`config.mk`:
```
export PLATFORM = sky130hd
export DESIGN_NAME = ifetch
export DESIGN_NICKNAME = d
export VERILOG_FILES = /design/src/rtl/cpu_pkg.sv /design/src/rtl/ifetch_q.sv /design/src/rtl/ifetch.sv
export SDC_FILE = /design/constraint.sdc
export NUM_CORES = 1
export LEC_CHECK = 0
export CAP_MARGIN = 20
export CORE_MARGIN = 5
export CORE_UTILIZATION = 45
export CTS_CLUSTER_DIAMETER = 60
export DETAILED_ROUTE_END_ITERATION = 10
export PLACE_DENSITY = 0.75
export REMOVE_ABC_BUFFERS = 1
export SLEW_MARGIN = 5
export SYNTH_ARGS = -nofsm -noshare
export SYNTH_HDL_FRONTEND = slang
export SYNTH_HIERARCHICAL = 1
export SYNTH_SLANG_ARGS = --single-unit
```
`constraint.sdc`:
```
create_clock -name clk -period 9.2 [get_ports clk]
set_clock_uncertainty 0.05 [all_clocks]
set_input_delay 1.84 -clock clk [delete_from_list [all_inputs] [get_ports clk]]
set_output_delay 1.84 -clock clk [all_outputs]
set_load 0.02 [all_outputs]
```
`src/rtl/cpu_pkg.sv`:
```
// rtl/cpu_pkg.sv - shared CPU constants and fetch types
// Purpose: next-PC operation codes (also used by the control decoder),
//          the fetch FSM state type and the fetch queue entry layout.
// Ports:   none (package).
package cpu_pkg;

  localparam logic [2:0] NPC_PLUS4  = 3'b000;
  localparam logic [2:0] NPC_BRANCH = 3'b001;
  localparam logic [2:0] NPC_JUMP   = 3'b010;
  localparam logic [2:0] NPC_JALR   = 3'b100;

  typedef enum logic [1:0] {
    FS_IDLE = 2'd0,
    FS_WAIT = 2'd1,
    FS_DROP = 2'd2
  } fetch_state_e;

  typedef struct packed {
    logic [31:0] pc;
    logic [31:0] inst;
  } fetch_entry_t;

  // Only these codes change control flow; every other code behaves as PLUS4.
  function automatic logic is_redirect(input logic [2:0] op);
    return (op == NPC_BRANCH) || (op == NPC_JUMP) || (op == NPC_JALR);
  endfunction

endpackage

```
`src/rtl/ifetch_q.sv`:
```
// rtl/ifetch_q.sv - two-entry instruction queue of {pc, inst}
// Purpose: holds fetched instructions between the memory port and decode.
// Ports:   clk, rst      clock, synchronous active-high reset
//          push_i/din_i  write an entry
//          pop_i         consume the head entry
//          flush_i       discard everything (wins over push/pop)
//          head_o        head entry, held stable until popped
//          count_o       occupancy 0..2
module ifetch_q
  import cpu_pkg::*;
(
  input  logic         clk,
  input  logic         rst,
  input  logic         push_i,
  input  logic         pop_i,
  input  logic         flush_i,
  input  fetch_entry_t din_i,
  output fetch_entry_t head_o,
  output logic [1:0]   count_o
);

  fetch_entry_t slot0_q, slot0_d;
  fetch_entry_t slot1_q, slot1_d;
  logic [1:0]   count_q, count_d;
  logic         do_pop, do_push;

  assign do_pop  = pop_i && (count_q != 2'd0);
  // A push into a full queue is only legal when the head leaves in the same cycle.
  assign do_push = push_i && ((count_q != 2'd2) || do_pop);

  // slot0 is always the head, so the head never moves unless it is popped.
  always_comb begin
    slot0_d = slot0_q;
    slot1_d = slot1_q;
    count_d = count_q;
    if (flush_i) begin
      count_d = 2'd0;
    end else if (do_pop) begin
      slot0_d = slot1_q;
      if (do_push) begin
        if (count_q == 2'd1) slot0_d = din_i;
        else                 slot1_d = din_i;
      end else begin
        count_d = count_q - 2'd1;
      end
    end else if (do_push) begin
      if (count_q == 2'd0) slot0_d = din_i;
      else                 slot1_d = din_i;
      count_d = count_q + 2'd1;
    end
  end

  always_ff @(posedge clk) begin
    if (rst) begin
      count_q <= 2'd0;
    end else begin
      count_q <= count_d;
      slot0_q <= slot0_d;
      slot1_q <= slot1_d;
    end
  end

  assign head_o  = slot0_q;
  assign count_o = count_q;

endmodule

```
`src/rtl/ifetch.sv`:
```
// rtl/ifetch.sv - instruction fetch unit with redirect handling
// Purpose: issues one outstanding instruction read at a time, queues results
//          for decode, and restarts from a new PC on a control-flow redirect.
// Ports:   clk, rst                         clock, synchronous active-high reset
//          imem_req/addr/gnt/rvalid/rdata   instruction memory port
//          inst_valid/ready, inst, inst_pc  decode-side queue head
//          redir_valid, npc_op, redir_pc,
//          imm, alu_out                     redirect request from execute
//          misalign                         pulse: redirect target had bit 1 set
module ifetch
  import cpu_pkg::*;
#(
  parameter logic [31:0] RESET_PC = 32'h0000_0000,
  parameter int          QDEPTH   = 2
) (
  input  logic        clk,
  input  logic        rst,
  output logic        imem_req,
  output logic [31:0] imem_addr,
  input  logic        imem_gnt,
  input  logic        imem_rvalid,
  input  logic [31:0] imem_rdata,
  output logic        inst_valid,
  input  logic        inst_ready,
  output logic [31:0] inst,
  output logic [31:0] inst_pc,
  input  logic        redir_valid,
  input  logic [2:0]  npc_op,
  input  logic [31:0] redir_pc,
  input  logic [31:0] imm,
  input  logic [31:0] alu_out,
  output logic        misalign
);

  fetch_state_e state_q, state_d;
  logic [31:0]  fetch_pc_q, fetch_pc_d;
  logic         misalign_q, misalign_d;

  logic         eff_redir;
  logic [31:0]  target_raw;
  logic         q_push, q_pop, q_full;
  logic [1:0]   q_count;
  fetch_entry_t q_head;

  assign eff_redir = redir_valid && is_redirect(npc_op);

  always_comb begin
    target_raw = redir_pc + imm;
    if (npc_op == NPC_JALR) target_raw = alu_out & ~32'h1;
  end

  assign q_full = (q_count == QDEPTH[1:0]);
  // A redirect flushes the queue, so it suppresses both push and pop.
  assign q_push = (state_q == FS_WAIT) && imem_rvalid && !eff_redir;
  assign q_pop  = inst_valid && inst_ready && !eff_redir;

  ifetch_q u_q (
    .clk     (clk),
    .rst     (rst),
    .push_i  (q_push),
    .pop_i   (q_pop),
    .flush_i (eff_redir),
    .din_i   ('{pc: fetch_pc_q, inst: imem_rdata}),
    .head_o  (q_head),
    .count_o (q_count)
  );

  always_ff @(posedge clk) begin
    if (rst) begin
      state_q    <= FS_IDLE;
      fetch_pc_q <= RESET_PC;
      misalign_q <= 1'b0;
    end else begin
      state_q    <= state_d;
      fetch_pc_q <= fetch_pc_d;
      misalign_q <= misalign_d;
    end
  end

  always_comb begin
    state_d    = state_q;
    fetch_pc_d = fetch_pc_q;
    misalign_d = eff_redir && target_raw[1];
    case (state_q)
      FS_IDLE: if (imem_req && imem_gnt) state_d = FS_WAIT;
      // A read returning with a redirect in the same cycle is simply discarded.
      FS_WAIT: begin
        if (imem_rvalid)    state_d = FS_IDLE;
        else if (eff_redir) state_d = FS_DROP;
      end
      FS_DROP: if (imem_rvalid) state_d = FS_IDLE;
      default: state_d = FS_IDLE;
    endcase
    if (eff_redir)   fetch_pc_d = target_raw & 32'hFFFF_FFFC;
    else if (q_push) fetch_pc_d = fetch_pc_q + 32'd4;
  end

  // Outputs are gated by rst so nothing leaks out during the reset cycle itself.
  always_comb begin
    imem_req   = !rst && (state_q == FS_IDLE) && !q_full && !eff_redir;
    imem_addr  = fetch_pc_q;
    inst_valid = !rst && (q_count != 2'd0);
    inst       = q_head.inst;
    inst_pc    = q_head.pc;
    misalign   = !rst && misalign_q;
  end

endmodule

```
**Yosys cells after proc, flatten, opt, wreduce, memory -nomap -nowiden**

Cells that the tools add are included.

- $add $sub $neg: 4
- Multiply operators: 0
- Div/mod/pow operators: 0
- Order comparisons: 0
- Equal/unequal tests: 14
- Shifts and indexed selects: 0
- Muxes and demuxes: 21
- Bitwise logic cells: 2
- Reductions and logical operators: 31

Operators with widths:

| kind | count |
|---|---|
| 64-bit 2-to-1 mux | 10 |
| 32-bit 2-to-1 mux | 3 |
| 32-bit by 3-bit adder with 32-bit output, second input constant | 1 |
| 32-bit adder | 1 |
| 1-bit logical AND | 14 |
| 2-bit 2-to-1 mux | 7 |
| 2-bit != test, second input constant | 5 |
| 2-bit nonzero test | 4 |
| 2-bit one-hot mux with 3 select lines | 1 |
| 5-bit AND reduction | 1 |
| 2-bit by 1-bit == test with 1-bit output, second input constant | 2 |
| 2-bit == test, second input constant | 2 |
| 2-bit logical NOT | 2 |
| 4-bit AND reduction | 1 |
| 3-bit by 1-bit == test with 1-bit output, second input constant | 1 |
| 3-bit by 2-bit == test with 1-bit output, second input constant | 1 |
| 3-bit == test, second input constant | 1 |
| 1-bit logical NOT | 3 |
| 1-bit logical OR | 3 |
| 3-bit != test, second input constant | 1 |
| 3-bit AND reduction | 1 |
| 2-bit by 1-bit adder with 2-bit output, second input constant | 1 |
| 2-bit by 1-bit != test with 1-bit output, second input constant | 1 |
| 1-bit inverter | 2 |
| 3 further kinds | 3 |

- Register bits: 165
- Latch bits: 0
- Bits in writable memories: 0
- Bits in read-only memories: 0
- Input port bits: 137
- Output and inout bits: 99
- Logic and storage cells: 81
- Memories kept: 0

**Logic depth before layout (Yosys ltp)**

Gate-level depths: netlist (run 1).

- Depth in word-level cells: 11
- Mapped depth: 10
- Gate-level depth less buffers: 10

**Modules after synthesis**

The synthesis (run 1) kept the hierarchy.

Modules (own cells, without submodules):

| module | times used | cells an instance | area an instance (sq um) | sequential area each (sq um) |
|---|---|---|---|---|
| ifetch_q | 1 | 224 | 5144.9 | 3883.7 |
| ifetch | 1 | 497 | 3851.2 | 660.6 |

**Worst setup path after synthesis (run 1)**

OpenSTA, ideal clock, no wires.

- Kind: input port to flip-flop
- From: input npc_op[0]
- To: register u_q.slot0_q (netlist bit u_q/head_o[0]) (enable)
- Setup time: 0.565 ns
- Arrival time: 7.763 ns
- Path slack: 0.823 ns
- Cell stages on the path: 8
- Path through: xor2_1 > o211ai_1 > clkbuf_1 > buf_1 > and3_1 > and2b_4 > a31oi_1 > nor3_1

- Cells in the longest elaborated chain, start to end: 11
- Elaborated cells between the ends (all ways): 16
- Those cells by class: 3 x eq/ne; 1 x bitwise; 12 x reduce/logical

RTL lines:

| item | line | RTL |
|---|---|---|
| from (decl) | ifetch.sv:28 | `input logic [2:0] npc_op,` |
| 3-bit by 1-bit == test with 1-bit output or 3-bit by 2-bit == test with 1-bit output (tied branches) | cpu_pkg.sv:25 | `return (op == NPC_BRANCH) \|\| (op == NPC_JUMP) \|\| (op == NPC_JALR);` |
| 1-bit logical OR | cpu_pkg.sv:25 |  |
| 1-bit logical OR * | cpu_pkg.sv:25 |  |
| 1-bit logical AND * | ifetch.sv:45 | `assign eff_redir = redir_valid && is_redirect(npc_op);` |
| 1-bit logical NOT * | ifetch.sv:55 | `assign q_pop = inst_valid && inst_ready && !eff_redir;` |
| 1-bit logical AND * | ifetch.sv:55 |  |
| named net q_pop | ifetch.sv:41 | `logic q_push, q_pop, q_full;` |
| 1-bit logical AND * | ifetch_q.sv:27 | `assign do_pop = pop_i && (count_q != 2'd0);` |
| 1-bit logical OR | ifetch_q.sv:29 | `assign do_push = push_i && ((count_q != 2'd2) \|\| do_pop);` |
| 1-bit logical AND | ifetch_q.sv:29 |  |
| 2-bit nonzero test (no line) | - |  |
| 4-bit AND reduction (no line) * | - |  |
| to (signal assigned) | ifetch_q.sv:58 | `slot0_q <= slot0_d;` |
| to (decl) | ifetch_q.sv:22 | `fetch_entry_t slot0_q, slot0_d;` |

The timed path passes the listed nets; every way through them passes the cells marked *.
A chain may end at the register's enable or synchronous reset.

**Worst setup path in the final report (run 1)**

- From: input npc_op[0]
- To: output imem_req

- Cells in the longest elaborated chain, start to end: 6
- Elaborated cells between the ends (all ways): 8
- Those cells by class: 3 x eq/ne; 5 x reduce/logical

RTL lines:

| item | line | RTL |
|---|---|---|
| 3-bit by 1-bit == test with 1-bit output or 3-bit by 2-bit == test with 1-bit output (tied branches) | cpu_pkg.sv:25 |  |
| 1-bit logical OR | cpu_pkg.sv:25 |  |
| 1-bit logical OR * | cpu_pkg.sv:25 |  |
| 1-bit logical AND * | ifetch.sv:45 |  |
| 1-bit logical NOT * | ifetch.sv:100 | `imem_req = !rst && (state_q == FS_IDLE) && !q_full && !eff_redir;` |
| 1-bit logical AND * | ifetch.sv:100 |  |
| to (decl) | ifetch.sv:18 | `output logic imem_req,` |

Mark *: on every way between the ends. The rest lies on a longest branch, timed or not.

==> flow_metrics.tcl, run 1 <==
set metrics [dict create \
    grt_antenna_before_repair 0 \
    hold_depth 0 \
    start_util_pct 45.9 \
    synth_area_per_cell_um2 12.5 \
    tritoncts "built" \
    clock_latency_ps 410 \
    fmax_mhz 158 \
    ys_seq_area_share_pct 50.5 \
    fin_ws_ps 2850 \
    route.detailed.drc 0 \
    dr.pass1.iters 4 \
    critPathLaunchType "primary input" \
    slowest_delay_ps 640 \
    num_antenna_cells 0 \
    final_max_slew_viol_count 0 \
    pre_cts_slack_ps 2830 \
    synth.distinct_cells 86 \
    die-height_um 151 \
    grt_max_degree 65 \
    first_global_vias 6375 \
    dp.cells 1198 \
    p_int_mw 1.43 \
    grt_first_pass_wirelength_um 33600 \
    synthAdderAreaFrac_pct 4.95 \
    drive_gt1_share_pct 14.1 \
    syn2layout_area_growth_pct 34.1 \
    nets 1124 \
    synthXorXnorAreaFrac_pct 5.45 \
    synth_top_family_by_area "compound AO/OA/AOI/OAI gates" \
    yosysWarnings 6 \
    combPwrFrac_pct 18.2 \
    crit_required_ps 7310 \
    synthArstFlopShare_pct 0 \
    fin_crit_sh_pct 69.0 \
    setup_viol 0 \
    cts.sinks 163 \
    rows 51 \
    fp.dieArea_mm2 0.0229 \
    whs_ps 457 \
    maxCapViolCount 0 \
    synth-simple-area-share_pct 10.7 \
    layout.cells.non_filler 1230 \
    fin_crit_ps 6350 \
    ff2ff_path_depth 5 \
    grt.total_usage_pct 18.5 \
    synth_area_mm2 0.00900 \
    io_buffers 232 \
    viasPerCell 5.25 \
    switching_power_mw 0.490 \
    clockBufferDepth 2 \
    synth_edf_count 128 \
    ant_nets 0 \
    cts_max_level 4 \
    critPathCaptureType "output pin" \
    cts.hold.buffers_added 0 \
    cts_resized 0 \
    hp-class "flop to flop" \
    ys_seq_elements 163 \
    ir_drop_v 0.0000968 \
    cp_slowest_cell "clkdlybuf4s50_1" \
    crit_top_cell "clkdlybuf4s50_1" \
    io_pins 236 \
    clkSlewWorstSetupHoldPaths_ps 70 \
    grt-ovfl-total 0 \
    first_iter_violations 378 \
    hold_violations 0 \
    power_density_mw_per_mm2 159 \
    synth-compound-area-share_pct 13.3 \
    wl_per_cell_um 17.3 \
    crit_chain "clkdlybuf4s50_1, xor2_1, o211ai_1, buf_4, clkinv_1, or3_1, nor3_1, clkdlybuf4s50_1" \
    synth_ff_type "edfxtp_1" \
    die_width_um 151 \
    gp_congestion 0.861 \
    swShare_pct 25.5 \
    numCtsBuffers 17 \
    clockPowerShare_pct 38.2 \
    leakage_nw 4.55 \
    cp.arrival_ps 4460 \
    routed_wl_um 21300 \
    core-area_mm2 0.0196 \
    dp_hpwl_um 16000 \
    num_vias 6462 \
    p_seq_share_pct 43.6 \
    cts_root_buf "clkbuf_16" \
    synth_mux_area_share_pct 11.2 \
    post_cts_buffers 0 \
    worst_slew_pin_slew_ps 987 \
    netlist_instances 721 \
    status "complete, no violations" \
    max-slew-margin-rel_pct 34.2 \
    fill_cells 1555 \
    path_class "primary input to output pin" \
    critPathMaxFanout 41 \
    rsz0062_at_grt "false" \
    p_total_mw 1.92 \
]
## area by class of cell
| type | count | area [um2] | share of cell area, % |
|---|---|---|---|
| inverter | 18 | 67.6 | 0.560 |
| sequential | 163 | 4540 | 37.7 |
| tap | 265 | 332 | 2.75 |
| timing repair buffer | 237 | 2360 | 19.6 |
| multi-input combinational | 515 | 4140 | 34.3 |
| clock inverter | 15 | 199 | 1.65 |
| clock buffer | 17 | 425 | 3.53 |
## path summary, 6_finish.rpt
kind | startpoint | endpoint | slack (ps)
setup reg to reg | state_q[0] | u_q/head_o[1] | 6340
setup / recovery | npc_op[0] | imem_req | 2850
hold / removal | imem_addr[12] | u_q/slot1_q[44] | 460
hold reg to reg | imem_addr[12] | u_q/slot1_q[44] | 460
## kinds of logic after synthesis
logic type      count (synthesis)
compound gates                167
xor+xnor                       56
fa+ha+maj                      35
buf+inv                        48
flops                         163
mux                            70
other cells                     1
simple gates                  181
## cells in the final DEF (no fill, tap or decap), types with 20 or more instances in the layout
| master | count |
|---|---|
| nand2_1 | 57 |
| nor2_1 | 42 |
| dfxtp_1 | 35 |
| mux2_4 | 60 |
| clkdlybuf4s50_1 | 232 |
| a21oi_1 | 42 |
| ha_1 | 34 |
| xor2_1 | 20 |
| xnor2_1 | 36 |
| edfxtp_1 | 128 |
## synthesized netlist by cell type, types with 3 or more instances
master / count / area, um2
nor3_1: 13 / 65.1
a311oi_1: 10 / 87.6
nand4_1: 12 / 75.1
xor2_1: 20 / 175
and3_1: 7 / 43.8
a21oi_1: 42 / 210
clkbuf_8: 3 / 41.3
o211ai_1: 3 / 22.5
a211oi_1: 11 / 82.6
nor2_1: 42 / 158
buf_2: 3 / 15.0
nand3_1: 14 / 70.1
nor3b_1: 3 / 22.5
ha_1: 34 / 425
edfxtp_1: 128 / 3840
a21o_1: 12 / 90.1
o22ai_1: 3 / 18.8
a21o_2: 4 / 35.0
or3_1: 4 / 25.0
mux2_2: 4 / 45.0
clkbuf_1: 8 / 30.0
nand2_1: 57 / 214
buf_1: 4 / 15.0
o31ai_1: 3 / 22.5
buf_12: 6 / 120
a221oi_2: 3 / 45.0
mux2_4: 60 / 901
o21ai_0: 19 / 95.1
inv_1: 17 / 63.8
a31oi_1: 11 / 68.8
o21bai_1: 9 / 67.6
nor3_2: 3 / 30.0
dfxtp_1: 35 / 701
mux2i_1: 6 / 60.1
o21ai_1: 4 / 20.0
xnor2_1: 36 / 315
a221oi_1: 8 / 70.1
buf_4: 3 / 22.5
and2_1: 4 / 25.0
## power by group through the flow
stage                     registers [mW]  logic, mW  clock network, mW
after floorplan                    0.867      0.188                  0
final                              0.839      0.350              0.735
after global placement             0.855      0.343                  0
after global routing               0.843      0.380              0.787
after CTS                          0.839      0.350              0.749
after detailed placement           0.856      0.348                  0
## per-stage QoR
stage	instance area (um2)	utilization (%)	TNS (ps)
final	12100	61.6	0
after global routing	12100	61.6	0
after CTS	12100	61.6	0
after detailed placement	11400	58.4	0
after global placement	11400	58.4	0
after floorplan	8740	-	-66600
## flip-flops by register name, indices dropped and copies added, names as in the netlist
signal       cells
u_q/head_o      64
u_q/slot1_q     64
imem_addr       30
state_q          2
u_q/count_o      2
misalign_q       1
## critical path, delay by kind of cell
kind | cells | cell delay, ps
xor+xnor | 1 | 180
compound gates | 1 | 170
simple gates | 2 | 560
buf+inv | 4 | 1690
## routing by layer
metal  global-route usage, %  routed length (um)
met5                       0                   0
met4                    6.21                 471
met3                    3.74                1460
met2                    30.5               10100
met1                    24.5                9290
Note: power is estimated with default switching activity, not from simulation.
==> run 2, diff against run 1 <==
--- a/config.mk
+++ b/config.mk
@@ -10,7 +10,7 @@
 export CORE_UTILIZATION = 45
 export CTS_CLUSTER_DIAMETER = 60
 export DETAILED_ROUTE_END_ITERATION = 10
-export PLACE_DENSITY = 0.75
+export PLACE_DENSITY = 0.78
 export REMOVE_ABC_BUFFERS = 1
 export SLEW_MARGIN = 5
 export SYNTH_ARGS = -nofsm -noshare
==> constraint.sdc (replaced) <==
create_clock -name clk -period 5.6 [get_ports clk]
set_clock_uncertainty 0.05 [all_clocks]
set_input_delay 1.12 -clock clk [delete_from_list [all_inputs] [get_ports clk]]
set_output_delay 1.12 -clock clk [all_outputs]
set_load 0.02 [all_outputs]
==> run 2 against run 1 <==
First-iteration DRC count shrank 24%. Clock power is 59% higher. Core utilization decreased by 0.11 points. Clock-buffer cell count increased by 1. Largest cell class unchanged. Sequential share of layout area is 0.066 points higher. Setup slack got worse by 1800 ps. Register-to-register slack worse by 3500 ps. Power up 62%. Global-route usage hardly changed. Critical path type unchanged. Critical endpoint unchanged. Critical path depth down 1. Die area stayed put. Worst hold slack improved by 7.6 ps.
==> flow_metrics.tcl, run 2 (synthesis gave the netlist of run 1 again) <==
set metrics [dict create \
    status "complete, no violations" \
    fin_crit_sh_pct 81.1 \
    die-height_um 151 \
    cp.arrival_ps 3370 \
    gp_congestion 0.873 \
    dp_hpwl_um 16400 \
    crit_required_ps 4430 \
    max-slew-margin-rel_pct 34.3 \
    placed_cell_area_mm2 0.0114 \
    mostFrequentLayoutCell "clkdlybuf4s50_1" \
    num_vias 6488 \
    multi_input_area_mm2 0.00414 \
    nets 1125 \
    clkSlewWorstSetupHoldPaths_ps 60 \
    routed_wl_um 21700 \
    leakage_nw 4.54 \
    core-area_mm2 0.0196 \
    cts_resized 0 \
    first_iter_violations 289 \
    rsz0062_at_grt "false" \
    ff2ff_path_depth 5 \
    cts.sinks 163 \
    clock_latency_ps 410 \
    numCtsBuffers 17 \
    hp-class "flop to flop" \
    io_pins 236 \
    critPathMaxFanout 4 \
    tritoncts "built" \
    ant_nets 0 \
    num_antenna_cells 0 \
    finalSetupTns_ps 0 \
    maxCapViolCount 0 \
    whs_ps 465 \
    io_buffers 232 \
    fp.dieArea_mm2 0.0229 \
    dp.cells 1199 \
    grt_antenna_before_repair 0 \
    dr.pass1.iters 5 \
    viasPerCell 5.27 \
    layout_common_cells "clkdlybuf4s50_1 (232), edfxtp_1 (128), mux2_4 (60), nand2_1 (57)" \
    drive_gt1_share_pct 14.2 \
    die_width_um 151 \
    fin_area_mm2 0.0120 \
    final_max_slew_viol_count 0 \
    cts_root_buf "clkbuf_16" \
    layout.cells.non_filler 1231 \
    syn2layout_area_growth_pct 33.9 \
    pre_cts_slack_ps 1010 \
    cts.hold.buffers_added 0 \
    p_total_mw 3.12 \
    grt_first_pass_wirelength_um 33700 \
    hold_depth 0 \
    regArea_mm2 0.00454 \
    hold_violations 0 \
    grt_max_degree 65 \
    critPathLaunchType "primary input" \
    cts_max_level 4 \
    power_density_mw_per_mm2 259 \
    wl_per_cell_um 17.6 \
    ir_drop_v 0.000153 \
    critPathCaptureType "output pin" \
    path_class "primary input to output pin" \
    route.detailed.drc 0 \
    worst_slew_pin_slew_ps 985 \
    setup_viol 0 \
    fill_cells 1597 \
    rows 51 \
    fmax_mhz 220 \
    grt.total_usage_pct 18.6 \
    fin_crit_ps 4540 \
    start_util_pct 45.9 \
    post_cts_buffers 0 \
    clockBufferDepth 2 \
    first_global_vias 6434 \
    final_util_pct 61.5 \
    timing.reg2reg.setup_slack_ps 2820 \
    grt-ovfl-total 0 \
    fin_ws_ps 1060 \
]
run 2: area by class of cell:
| type | count | share of cell area, % |
|---|---|---|
| timing repair buffer | 238 | 19.7 |
| clock inverter | 14 | 1.38 |
| clock buffer | 18 | 3.56 |
| inverter | 18 | 0.561 |
| multi-input combinational | 515 | 34.4 |
| sequential | 163 | 37.7 |
| tap | 265 | 2.75 |
run 2: power breakdown:
part | internal, mW | switching (mW)
Sequential | 1.34 | 0.0407
Combinational | 0.302 | 0.273
Clock | 0.673 | 0.492
run 2: final timing paths:
path                               startpoint         endpoint
worst max register to register     state_q[0]    u_q/head_o[2]
worst min-delay path            imem_addr[12]  u_q/slot1_q[44]
worst max-delay path                npc_op[0]         imem_req
worst min register to register  imem_addr[12]  u_q/slot1_q[44]
run 2: critical path, cell delays in order:
cell             delay, ps
clkdlybuf4s50_1        470
xor2_1                 180
o211ai_1               280
clkinv_1               170
or3_1                  350
nor3_1                 170
clkdlybuf4s50_1        630
run 2: layer usage:
metal  up-vias  track usage (%)  wire [um]
met1      3022             24.5       9320
li1       3209                -          -
met4         0             6.66        503
met5         -                0          0
met2       227             30.7      10400
met3        30             3.38       1480
